<file path="config.mk">
export PLATFORM = sky130hd
export DESIGN_NAME = tap_ctrl_param
export DESIGN_NICKNAME = d
export VERILOG_FILES = /design/src/rtl/tap_pkg.sv /design/src/rtl/tap_fsm.sv /design/src/rtl/tap_ctrl_param.sv
export SDC_FILE = /design/constraint.sdc
export NUM_CORES = 1
export LEC_CHECK = 0
export ABC_CLOCK_PERIOD_IN_PS = 5950
export BUFFER_PORTS_ARGS = -buffer_cell sky130_fd_sc_hd__buf_2
export CORE_ASPECT_RATIO = 1.5
export CORE_MARGIN = 2
export CORE_UTILIZATION = 55
export CTS_BUF_LIST = sky130_fd_sc_hd__clkbuf_8 sky130_fd_sc_hd__clkbuf_16
export DETAILED_ROUTE_END_ITERATION = 8
export PLACE_DENSITY = 0.77
export SYNTH_ARGS = -nofsm -noshare
export SYNTH_HDL_FRONTEND = slang
export SYNTH_HIERARCHICAL = 1
export SYNTH_SLANG_ARGS = --single-unit
</file>
<file path="constraint.sdc">
create_clock -name GCLK_Pad -period 5.95 [get_ports GCLK_Pad]
set_clock_uncertainty 0.2 [all_clocks]
set_input_delay 0.595 -clock GCLK_Pad [delete_from_list [all_inputs] [get_ports GCLK_Pad]]
set_output_delay 0.595 -clock GCLK_Pad [all_outputs]
set_load 0.05 [all_outputs]
</file>
<file path="src/rtl/tap_pkg.sv">
// Shared TAP definitions: state codes, instruction opcodes, DR select and IR capture pattern.
package tap_pkg;

  typedef enum logic [3:0] {
    S_EX2_DR = 4'h0,
    S_EX1_DR = 4'h1,
    S_SH_DR  = 4'h2,
    S_PA_DR  = 4'h3,
    S_SEL_IR = 4'h4,
    S_UPD_DR = 4'h5,
    S_CAP_DR = 4'h6,
    S_SEL_DR = 4'h7,
    S_EX2_IR = 4'h8,
    S_EX1_IR = 4'h9,
    S_SH_IR  = 4'hA,
    S_PA_IR  = 4'hB,
    S_RTI    = 4'hC,
    S_UPD_IR = 4'hD,
    S_CAP_IR = 4'hE,
    S_TLR    = 4'hF
  } tap_state_e;

  typedef enum logic [1:0] {
    DR_BYPASS,
    DR_IDCODE,
    DR_USER
  } dr_sel_e;

  // Opcodes are truncated to the IR width at the point of use.
  localparam logic [31:0] OP_BYPASS      = 32'hFFFF_FFFF;
  localparam logic [31:0] OP_IDCODE      = 32'd1;
  localparam logic [31:0] OP_USER        = 32'd2;
  localparam logic [1:0]  CAP_IR_PATTERN = 2'b01;

endpackage

</file>
<file path="src/rtl/tap_fsm.sv">
// IEEE 1149.1 TAP state machine with decoded capture/shift/update strobes.
module tap_fsm
  import tap_pkg::*;
(
  input  logic       clk_i,
  input  logic       rst_ni,
  input  logic       tms_i,
  output tap_state_e state_o,
  output logic       tlr_next_o,
  output logic       capture_dr_o,
  output logic       shift_dr_o,
  output logic       update_dr_o,
  output logic       capture_ir_o,
  output logic       shift_ir_o,
  output logic       update_ir_o
);

  tap_state_e state_q, state_d;

  always_ff @(posedge clk_i or negedge rst_ni) begin
    if (!rst_ni) state_q <= S_TLR;
    else         state_q <= state_d;
  end

  always_comb begin
    state_d = state_q;
    unique case (state_q)
      S_TLR:    state_d = tms_i ? S_TLR    : S_RTI;
      S_RTI:    state_d = tms_i ? S_SEL_DR : S_RTI;
      S_SEL_DR: state_d = tms_i ? S_SEL_IR : S_CAP_DR;
      S_CAP_DR: state_d = tms_i ? S_EX1_DR : S_SH_DR;
      S_SH_DR:  state_d = tms_i ? S_EX1_DR : S_SH_DR;
      S_EX1_DR: state_d = tms_i ? S_UPD_DR : S_PA_DR;
      S_PA_DR:  state_d = tms_i ? S_EX2_DR : S_PA_DR;
      S_EX2_DR: state_d = tms_i ? S_UPD_DR : S_SH_DR;
      S_UPD_DR: state_d = tms_i ? S_SEL_DR : S_RTI;
      S_SEL_IR: state_d = tms_i ? S_TLR    : S_CAP_IR;
      S_CAP_IR: state_d = tms_i ? S_EX1_IR : S_SH_IR;
      S_SH_IR:  state_d = tms_i ? S_EX1_IR : S_SH_IR;
      S_EX1_IR: state_d = tms_i ? S_UPD_IR : S_PA_IR;
      S_PA_IR:  state_d = tms_i ? S_EX2_IR : S_PA_IR;
      S_EX2_IR: state_d = tms_i ? S_UPD_IR : S_SH_IR;
      S_UPD_IR: state_d = tms_i ? S_SEL_DR : S_RTI;
      default:  state_d = S_TLR;
    endcase
  end

  assign state_o      = state_q;
  assign tlr_next_o   = (state_d == S_TLR);
  assign capture_dr_o = (state_q == S_CAP_DR);
  assign shift_dr_o   = (state_q == S_SH_DR);
  assign update_dr_o  = (state_q == S_UPD_DR);
  assign capture_ir_o = (state_q == S_CAP_IR);
  assign shift_ir_o   = (state_q == S_SH_IR);
  assign update_ir_o  = (state_q == S_UPD_IR);

endmodule

</file>
<file path="src/rtl/tap_ctrl_param.sv">
// Parameterised JTAG TAP controller: IR, BYPASS, IDCODE and a user data register.
module tap_ctrl_param
  import tap_pkg::*;
#(
  parameter int          IR_WIDTH = 4,
  parameter int          DR_WIDTH = 8,
  parameter logic [31:0] IDCODE   = 32'h1000_0001
) (
  input  logic                GCLK_Pad,
  input  logic                TRST_Pad,
  input  logic                TMS_Pad,
  input  logic                TDI_Pad,
  output logic                TDO_Pad,
  output logic                state_obs0_Pad,
  output logic                state_obs1_Pad,
  output logic                state_obs2_Pad,
  output logic                state_obs3_Pad,
  output logic [IR_WIDTH-1:0] ir_q,
  output logic [DR_WIDTH-1:0] user_dr_q,
  output logic                user_upd
);

  tap_state_e state;
  logic tlr_next, cap_dr, sh_dr, upd_dr, cap_ir, sh_ir, upd_ir;

  tap_fsm u_fsm (
    .clk_i        (GCLK_Pad),
    .rst_ni       (TRST_Pad),
    .tms_i        (TMS_Pad),
    .state_o      (state),
    .tlr_next_o   (tlr_next),
    .capture_dr_o (cap_dr),
    .shift_dr_o   (sh_dr),
    .update_dr_o  (upd_dr),
    .capture_ir_o (cap_ir),
    .shift_ir_o   (sh_ir),
    .update_ir_o  (upd_ir)
  );

  logic [IR_WIDTH-1:0] ir_sr_q, ir_sr_d, ir_d;
  logic                byp_q, byp_d;
  logic [31:0]         id_sr_q, id_sr_d;
  logic [DR_WIDTH-1:0] usr_sr_q, usr_sr_d, user_dr_d;
  logic                user_upd_d;
  dr_sel_e             dr_sel;

  always_comb begin
    dr_sel = DR_BYPASS;
    if (ir_q == IR_WIDTH'(OP_BYPASS))      dr_sel = DR_BYPASS;
    else if (ir_q == IR_WIDTH'(OP_IDCODE)) dr_sel = DR_IDCODE;
    else if (ir_q == IR_WIDTH'(OP_USER))   dr_sel = DR_USER;
  end

  always_comb begin
    ir_sr_d    = ir_sr_q;
    byp_d      = byp_q;
    id_sr_d    = id_sr_q;
    usr_sr_d   = usr_sr_q;
    ir_d       = ir_q;
    user_dr_d  = user_dr_q;
    user_upd_d = 1'b0;

    if (cap_ir)     ir_sr_d = IR_WIDTH'(CAP_IR_PATTERN);
    else if (sh_ir) ir_sr_d = {TDI_Pad, ir_sr_q[IR_WIDTH-1:1]};

    // Looking at the next state keeps ir_q at IDCODE for every cycle spent in TLR.
    if (tlr_next)    ir_d = IR_WIDTH'(OP_IDCODE);
    else if (upd_ir) ir_d = ir_sr_q;

    if (cap_dr) begin
      unique case (dr_sel)
        DR_IDCODE: id_sr_d  = IDCODE;
        DR_USER:   usr_sr_d = user_dr_q;
        default:   byp_d    = 1'b0;
      endcase
    end else if (sh_dr) begin
      unique case (dr_sel)
        DR_IDCODE: id_sr_d  = {TDI_Pad, id_sr_q[31:1]};
        DR_USER:   usr_sr_d = DR_WIDTH'({TDI_Pad, usr_sr_q} >> 1);
        default:   byp_d    = TDI_Pad;
      endcase
    end

    if (upd_dr && dr_sel == DR_USER) begin
      user_dr_d  = usr_sr_q;
      user_upd_d = 1'b1;
    end
  end

  always_ff @(posedge GCLK_Pad or negedge TRST_Pad) begin
    if (!TRST_Pad) begin
      ir_sr_q   <= '0;
      byp_q     <= 1'b0;
      id_sr_q   <= '0;
      usr_sr_q  <= '0;
      ir_q      <= IR_WIDTH'(OP_IDCODE);
      user_dr_q <= '0;
      user_upd  <= 1'b0;
    end else begin
      ir_sr_q   <= ir_sr_d;
      byp_q     <= byp_d;
      id_sr_q   <= id_sr_d;
      usr_sr_q  <= usr_sr_d;
      ir_q      <= ir_d;
      user_dr_q <= user_dr_d;
      user_upd  <= user_upd_d;
    end
  end

  always_comb begin
    TDO_Pad = 1'b0;
    if (sh_ir) begin
      TDO_Pad = ir_sr_q[0];
    end else if (sh_dr) begin
      unique case (dr_sel)
        DR_IDCODE: TDO_Pad = id_sr_q[0];
        DR_USER:   TDO_Pad = usr_sr_q[0];
        default:   TDO_Pad = byp_q;
      endcase
    end
  end

  assign state_obs0_Pad = state[0];
  assign state_obs1_Pad = state[1];
  assign state_obs2_Pad = state[2];
  assign state_obs3_Pad = state[3];

endmodule

</file>
==> summary.md, run 1 <==
| Metric | Value |
|---|---|
| Status | `completed` |
| Layout area overhead | `12.1%` |
| PortBufs | `21` |
| Nets | `294` |
| Syn Nets | `276` |
| CP max stage delay | `540 ps` |
| First-pass GRT wire length | `8350 um` |
| Post-Synth Simple-Gate Area | `0.145` |
| CP startpoint | `ir_q[3]$_DFFE_PN0P_` |
| Max Cap Viol | `0` |
| Die area | `5500 um2` |
| FMAX | `0.299 GHz` |
| Sequential fraction of the synthesis area | `0.576` |
| Critical Path Fanout Max | `12` |
| Worst r2r src | `u_fsm/state_o[1]$_DFF_PN1_` |
| Final period utilization | `0.561` |
| Post-Synthesis Cells | `270` |
| Clock latency on the worst-skew pair | `340 ps` |
| # resized after CTS | `0` |
| Final setup vio count | `0` |
| Top_reg_cell synth | `dfrtp_1` |
| RSZ-0062 raised after global routing | `false` |
| Total vias in the final route | `1,938` |
| Ys async rst share | `1.00` |
| Largest net degree at the start of global routing | `65` |
| Post-CTS setup buffer count | `0` |
| Critical Path AT | `2540 ps` |
| Drt drc | `0` |
| Initial antenna violation count | `0` |
| Synth area leader | `dfrtp_1` |
| H-tree Lvls | `3` |
| Crit-path leading delay family | `simple AND/OR/NAND/NOR gates` |
| Max VDD drop | `0.230 mV` |
| DR vias/cell | `5.40` |
| Top cells by area, synth | `dfrtp_1 (53%), nand2_1 (9.6%), o21ai_0 (5.6%)` |
| Critical Path RT | `5160 ps` |
| Post-synth EDFFs | `0` |
| CTS sink count | `62` |
| Fin Setup TNS | `0 ps` |
| Starting density of the core | `0.567` |
| Area of the mapped netlist | `2700 um2` |
| # diodes | `0` |
| Die Y | `89.9 um` |
| Hold-fix buffers, CTS | `0` |
| Die width | `61.3 um` |
| Core box area | `4770 um2` |
| Flop and latch count out of synthesis | `62` |
| Crit start category | `flop` |
| DR iter-0 viols | `127` |
| Detail Route Antenna Nets | `0` |
| HPWL Detailed | `2990 um` |
| Most common cell after layout, fill and taps aside | `nand2_1` |
| Multiplexer share of the synthesized area | `0.0597` |
| Hold crit path type | `input pin to asynchronous set/reset pin` |
| Post-layout min period | `3340 ps` |
| Max Root-Sink Buffers | `2` |
| Worst-path clk slew | `70 ps` |
| Critical path's slowest cell | `nor4b_1` |
| Post-layout util | `0.635` |
| Yosys cell types | `39` |
| Commonest cells after routing, fill and taps aside | `nand2_1 (69), dfrtp_1 (57), o21ai_0 (30)` |
| Vias in the first global route | `1,872` |
| Post-Route WL | `4720 um` |
| Final Slew Violations | `0` |
| Pwr Density | `456 nW/um2` |
| Num ports | `22` |
| Crit path buffers/inverters | `1` |
| Post-route cell area | `3030 um2` |
| WL per Instance | `13.2 um` |
| Synth Area in Adders | `0.00925` |
| Yosys warns | `6` |
| Cell leakage power | `1.38 nW` |
| Dpl cell area | `2810 um2` |
| Relative slew slack | `0.380` |
| Worst Setup Path Type | `flop to output port` |
| Row cnt | `31` |
| Synth Area in Compound Gates | `0.160` |
| CTS tree | `done` |
| Syn avg cell area | `10.0 um2` |
| Clock root buffer | `clkbuf_8` |
| WHS | `199 ps` |
| Worst path cell trace | `nor4b_1 > ha_1 > a221oi_1 > o31ai_1 > buf_2` |
| Filler cells | `402` |
| Tot GR Track Use | `0.200` |
| Layout cells sized above 1 | `0.198` |
| Worst-Margin Slew | `922 ps` |
| First-pass DRT Iterations | `4` |
| Main combinational cell family by area after synthesis | `compound AO/OA/AOI/OAI gates` |
| Top-area cell type share of the netlist area | `0.528` |
| Num CTS Buffers | `9` |
| Final hold viol count | `0` |
| Total grt overflow | `0` |
| GPL Wtd Cong | `0.787` |
| XOR/XNOR share of the synthesized area | `0` |
| CP Capture Type | `output port` |
-- stage by stage --
stage / setup WS (ps) / power, mW / instances
after floorplan: 2220 / 0.917 / 270
after CTS: 2570 / 1.40 / 359
after detailed placement: 3030 / 0.982 / 343
after global placement: 3080 / 0.971 / 343
after global routing: 2440 / 1.47 / 359
final: 2610 / 1.38 / 359
-- final cells by class --
| cell class | count | area, um2 | area share |
|---|---|---|---|
| inverter | 8 | 30.0 | 0.00991 |
| clock buffer | 9 | 124 | 0.0409 |
| tap | 66 | 82.6 | 0.0273 |
| sequential | 62 | 1560 | 0.514 |
| timing repair buffer | 24 | 128 | 0.0421 |
| clock inverter | 7 | 98.8 | 0.0326 |
| multi-input combinational | 183 | 1010 | 0.333 |
-- metal layers --
| layer | vias to the layer above | routed length, um | share of wire | track usage |
|---|---|---|---|---|
| met2 | 27 | 2360 | 0.50 | 0.303 |
| met1 | 941 | 2110 | 0.45 | 0.264 |
| li1 | 960 | - | - | - |
| met5 | - | 0 | 0 | 0 |
| met4 | 0 | 108 | 0.023 | 0.103 |
| met3 | 10 | 150 | 0.032 | 0.0432 |
-- state kept, by name (all words and copies together), names as in the netlist --
| register | count |
|---|---|
| byp_q | 1 |
| id_sr_q | 32 |
| ir_q | 4 |
| ir_sr_q | 4 |
| u_fsm/state_o | 4 |
| user_dr_q | 8 |
| user_upd | 1 |
| usr_sr_q | 8 |
-- cells by family (layout without fill, tap and decap cells) --
kind of cell,Yosys count,in the layout
and+or+nand+nor,93,93
AOI/OAI and AO/OA,73,73
DFF,62,62
buffers and inverters,25,48
muxes,15,15
adders and majority gates,2,2
-- report_power, final --
group	internal, mW	switching (mW)
registers	0.498	0.0680
clock network	0.237	0.172
logic	0.129	0.278
total	0.864	0.518
-- worst paths after layout --
kind,to,slack [ps],cells past startpoint
setup / recovery,TDO_Pad,2610,5
hold / removal,id_sr_q[23]$_DFFE_PN0P_,200,2
setup reg to reg,id_sr_q[27]$_DFFE_PN0P_,3260,5
hold reg to reg,id_sr_q[30]$_DFFE_PN0P_,280,2
max in group asynchronous,id_sr_q[19]$_DFFE_PN0P_,4850,2
min in group GCLK_Pad,id_sr_q[30]$_DFFE_PN0P_,280,2
-- cell usage after synthesis, types with 2 or more instances --
cell type,n
ha_1,2
nor2b_1,3
mux2_2,9
a21oi_1,9
nor2_1,10
clkbuf_2,3
a31oi_1,2
o21ai_1,5
a211o_1,2
nor3_1,3
nand2_1,69
inv_1,7
o21ai_0,30
buf_4,7
dfrtp_1,57
clkbuf_1,2
o22ai_1,16
dfstp_2,5
buf_2,4
mux2i_1,6
Note: power is estimated with default switching activity, not from simulation.
==> run 2, diff against run 1 <==
- ABC_CLOCK_PERIOD_IN_PS: 5950 -> 2960
- CORE_UTILIZATION: 55 -> 53
- PLACE_DENSITY: 0.77 -> 0.78
- clock period: 5.95 -> 2.96 ns (I/O delays scaled with it)
==> summary.md, run 2 (synthesized netlist as in run 1, its figures left out) <==
| Metric | Value |
|---|---|
| Worst-path clk slew | `70 ps (about the same)` |
| Post-route cell area | `3110 um2 (was 3030 um2)` |
| Die width | `62.3 um (was 61.3 um)` |
| Final setup vio count | `0 (unchanged)` |
| Critical Path RT | `2460 ps (was 5160 ps)` |
| CTS tree | `done (unchanged)` |
| Clock root buffer | `clkbuf_8 (unchanged)` |
| Num ports | `22 (unchanged)` |
| Max VDD drop | `0.509 mV (was 0.230 mV)` |
| Max Cap Viol | `0 (unchanged)` |
| FMAX | `0.360 GHz` |
| Vias in the first global route | `1,922 (was 1,872)` |
| Row cnt | `31 (unchanged)` |
| HPWL Detailed | `3010 um (was 2990 um)` |
| Final period utilization | `0.940` |
| First-pass DRT Iterations | `4 (unchanged)` |
| PortBufs | `21 (unchanged)` |
| Crit start category | `flop (unchanged)` |
| Commonest cells after routing, fill and taps aside | `nand2_1 (69), dfrtp_1 (57), o21ai_0 (30) (unchanged)` |
| DR iter-0 viols | `151 (was 127)` |
| H-tree Lvls | `3 (unchanged)` |
| Biggest register | `id_sr_q (unchanged)` |
| GPL Wtd Cong | `0.756 (was 0.787)` |
| Detail Route Antenna Nets | `0 (unchanged)` |
| Status | `completed (unchanged)` |
| Most common cell after layout, fill and taps aside | `nand2_1 (unchanged)` |
| Grt met2 use | `0.309 (was 0.303)` |
| Post-CTS setup buffer count | `0 (unchanged)` |
| Post-layout util | `0.635 (about the same)` |
| Drt drc | `0 (unchanged)` |
| Layout area overhead | `14.9% (was 12.1%)` |
| Final hold viol count | `0 (unchanged)` |
| Total grt overflow | `0 (unchanged)` |
| Starting density of the core | `0.553 (was 0.567)` |
| Die area | `5700 um2 (was 5500 um2)` |
| Critical Path AT | `2290 ps (was 2540 ps)` |
| Max Root-Sink Buffers | `2 (unchanged)` |
| DR vias/cell | `5.36 (was 5.40)` |
| Core box area | `4890 um2 (was 4770 um2)` |
| Worst-Margin Slew | `794 ps (was 922 ps)` |
| CTS sink count | `62 (unchanged)` |
| Tot GR Track Use | `0.195 (was 0.200)` |
| Met1 usage | `0.242 (was 0.264)` |
| Post-layout min period | `2780 ps` |
| Die Y | `91.5 um (was 89.9 um)` |
| Num CTS Buffers | `9 (unchanged)` |
| Min setup slack post-route | `179 ps (was 2610 ps)` |
| Relative slew slack | `0.468 (was 0.380)` |
| First-pass GRT wire length | `8730 um (was 8350 um)` |
| GRT busiest layer | `met2 (unchanged)` |
| Dpl cell area | `2860 um2 (was 2810 um2)` |
| Filler cells | `401 (was 402)` |
| # diodes | `0 (unchanged)` |
| Clock latency on the worst-skew pair | `340 ps (about the same)` |
| Largest net degree at the start of global routing | `63 (was 65)` |
| Post-Route WL | `4860 um (was 4720 um)` |
| RSZ-0062 raised after global routing | `false (unchanged)` |
| Pwr Density | `913 nW/um2 (was 456 nW/um2)` |
| Fin Setup TNS | `0 ps (unchanged)` |
| Nets | `298 (was 294)` |
| WL per Instance | `13.4 um (was 13.2 um)` |
| Met3 Use GR | `0.0607 (was 0.0432)` |
| Hold crit path type | `input pin to flop (was input pin to asynchronous set/reset pin)` |
| Cell leakage power | `1.42 nW (was 1.38 nW)` |
| Worst Setup Path Type | `flop to output port (unchanged)` |
| Pre-CTS WS | `384 ps (was 3030 ps)` |
| Top flop regs | `id_sr_q x32, user_dr_q x8, usr_sr_q x8 (unchanged)` |
| Initial antenna violation count | `0 (unchanged)` |
| CP Capture Type | `output port (unchanged)` |
| Final Slew Violations | `0 (unchanged)` |
| Largest register FFs | `32 (unchanged)` |
| Total vias in the final route | `1,944 (was 1,938)` |
| Layout cells sized above 1 | `0.212 (was 0.198)` |
| Critical Path Fanout Max | `4 (was 12)` |
| WHS | `82.8 ps (was 199 ps)` |
-- run 2: routing by layer --
layer / routed length (um) / part of all wire
met3: 149 / 0.031
met5: 0 / 0
met1: 2210 / 0.46
met4: 92 / 0.019
met2: 2410 / 0.49
-- run 2: final timing paths --
check	from	end	slack, ps	depth (start not counted)
min in group asynchronous	TRST_Pad	usr_sr_q[3]$_DFFE_PN0P_	310	3
setup / recovery	ir_q[3]$_DFFE_PN0P_	TDO_Pad	180	6
hold / removal	TMS_Pad	u_fsm/state_o[1]$_DFF_PN1_	80	3
setup reg to reg	u_fsm/state_o[0]$_DFF_PN1_	id_sr_q[8]$_DFFE_PN0P_	470	5
max in group asynchronous	TRST_Pad	u_fsm/state_o[1]$_DFF_PN1_	1920	3
hold reg to reg	id_sr_q[11]$_DFFE_PN0P_	id_sr_q[11]$_DFFE_PN0P_	280	2
-- run 2: final cells by class --
type	count	area [um2]	area share
clock buffers	11	151	0.0488
clock inverters	5	73.8	0.0238
inverters	8	30.0	0.00967
multi-input cells	183	1030	0.333
flip-flops and latches	62	1560	0.502
well taps	66	82.6	0.0266
repair buffers	28	175	0.0564
-- run 2: power by group --
group	total, mW	switching [mW]	internal (mW)
logic	0.867	0.587	0.280
registers	1.15	0.144	1.00
clock network	0.820	0.306	0.514
total	2.83	1.04	1.80
-- run 2: critical path, cell delays in order (launching register included) --
cell	delay (ps)
dfrtp_1	410
nor4b_2	390
inv_1	90
ha_1	240
a221oi_1	480
o31ai_4	110
clkbuf_4	220
-- run 2: per-stage QoR --
step	power [mW]	instances
floorplan	1.86	270
global placement	1.98	346
detailed placement	2.01	346
CTS	2.85	363
global route	3.01	363
finish	2.83	363
-- run 2: repair_timing --
action,CTS,global route
hold endpoints to repair,57,0
setup endpoints to repair,1,1
hold buffers,1,0
resized for setup,1,2
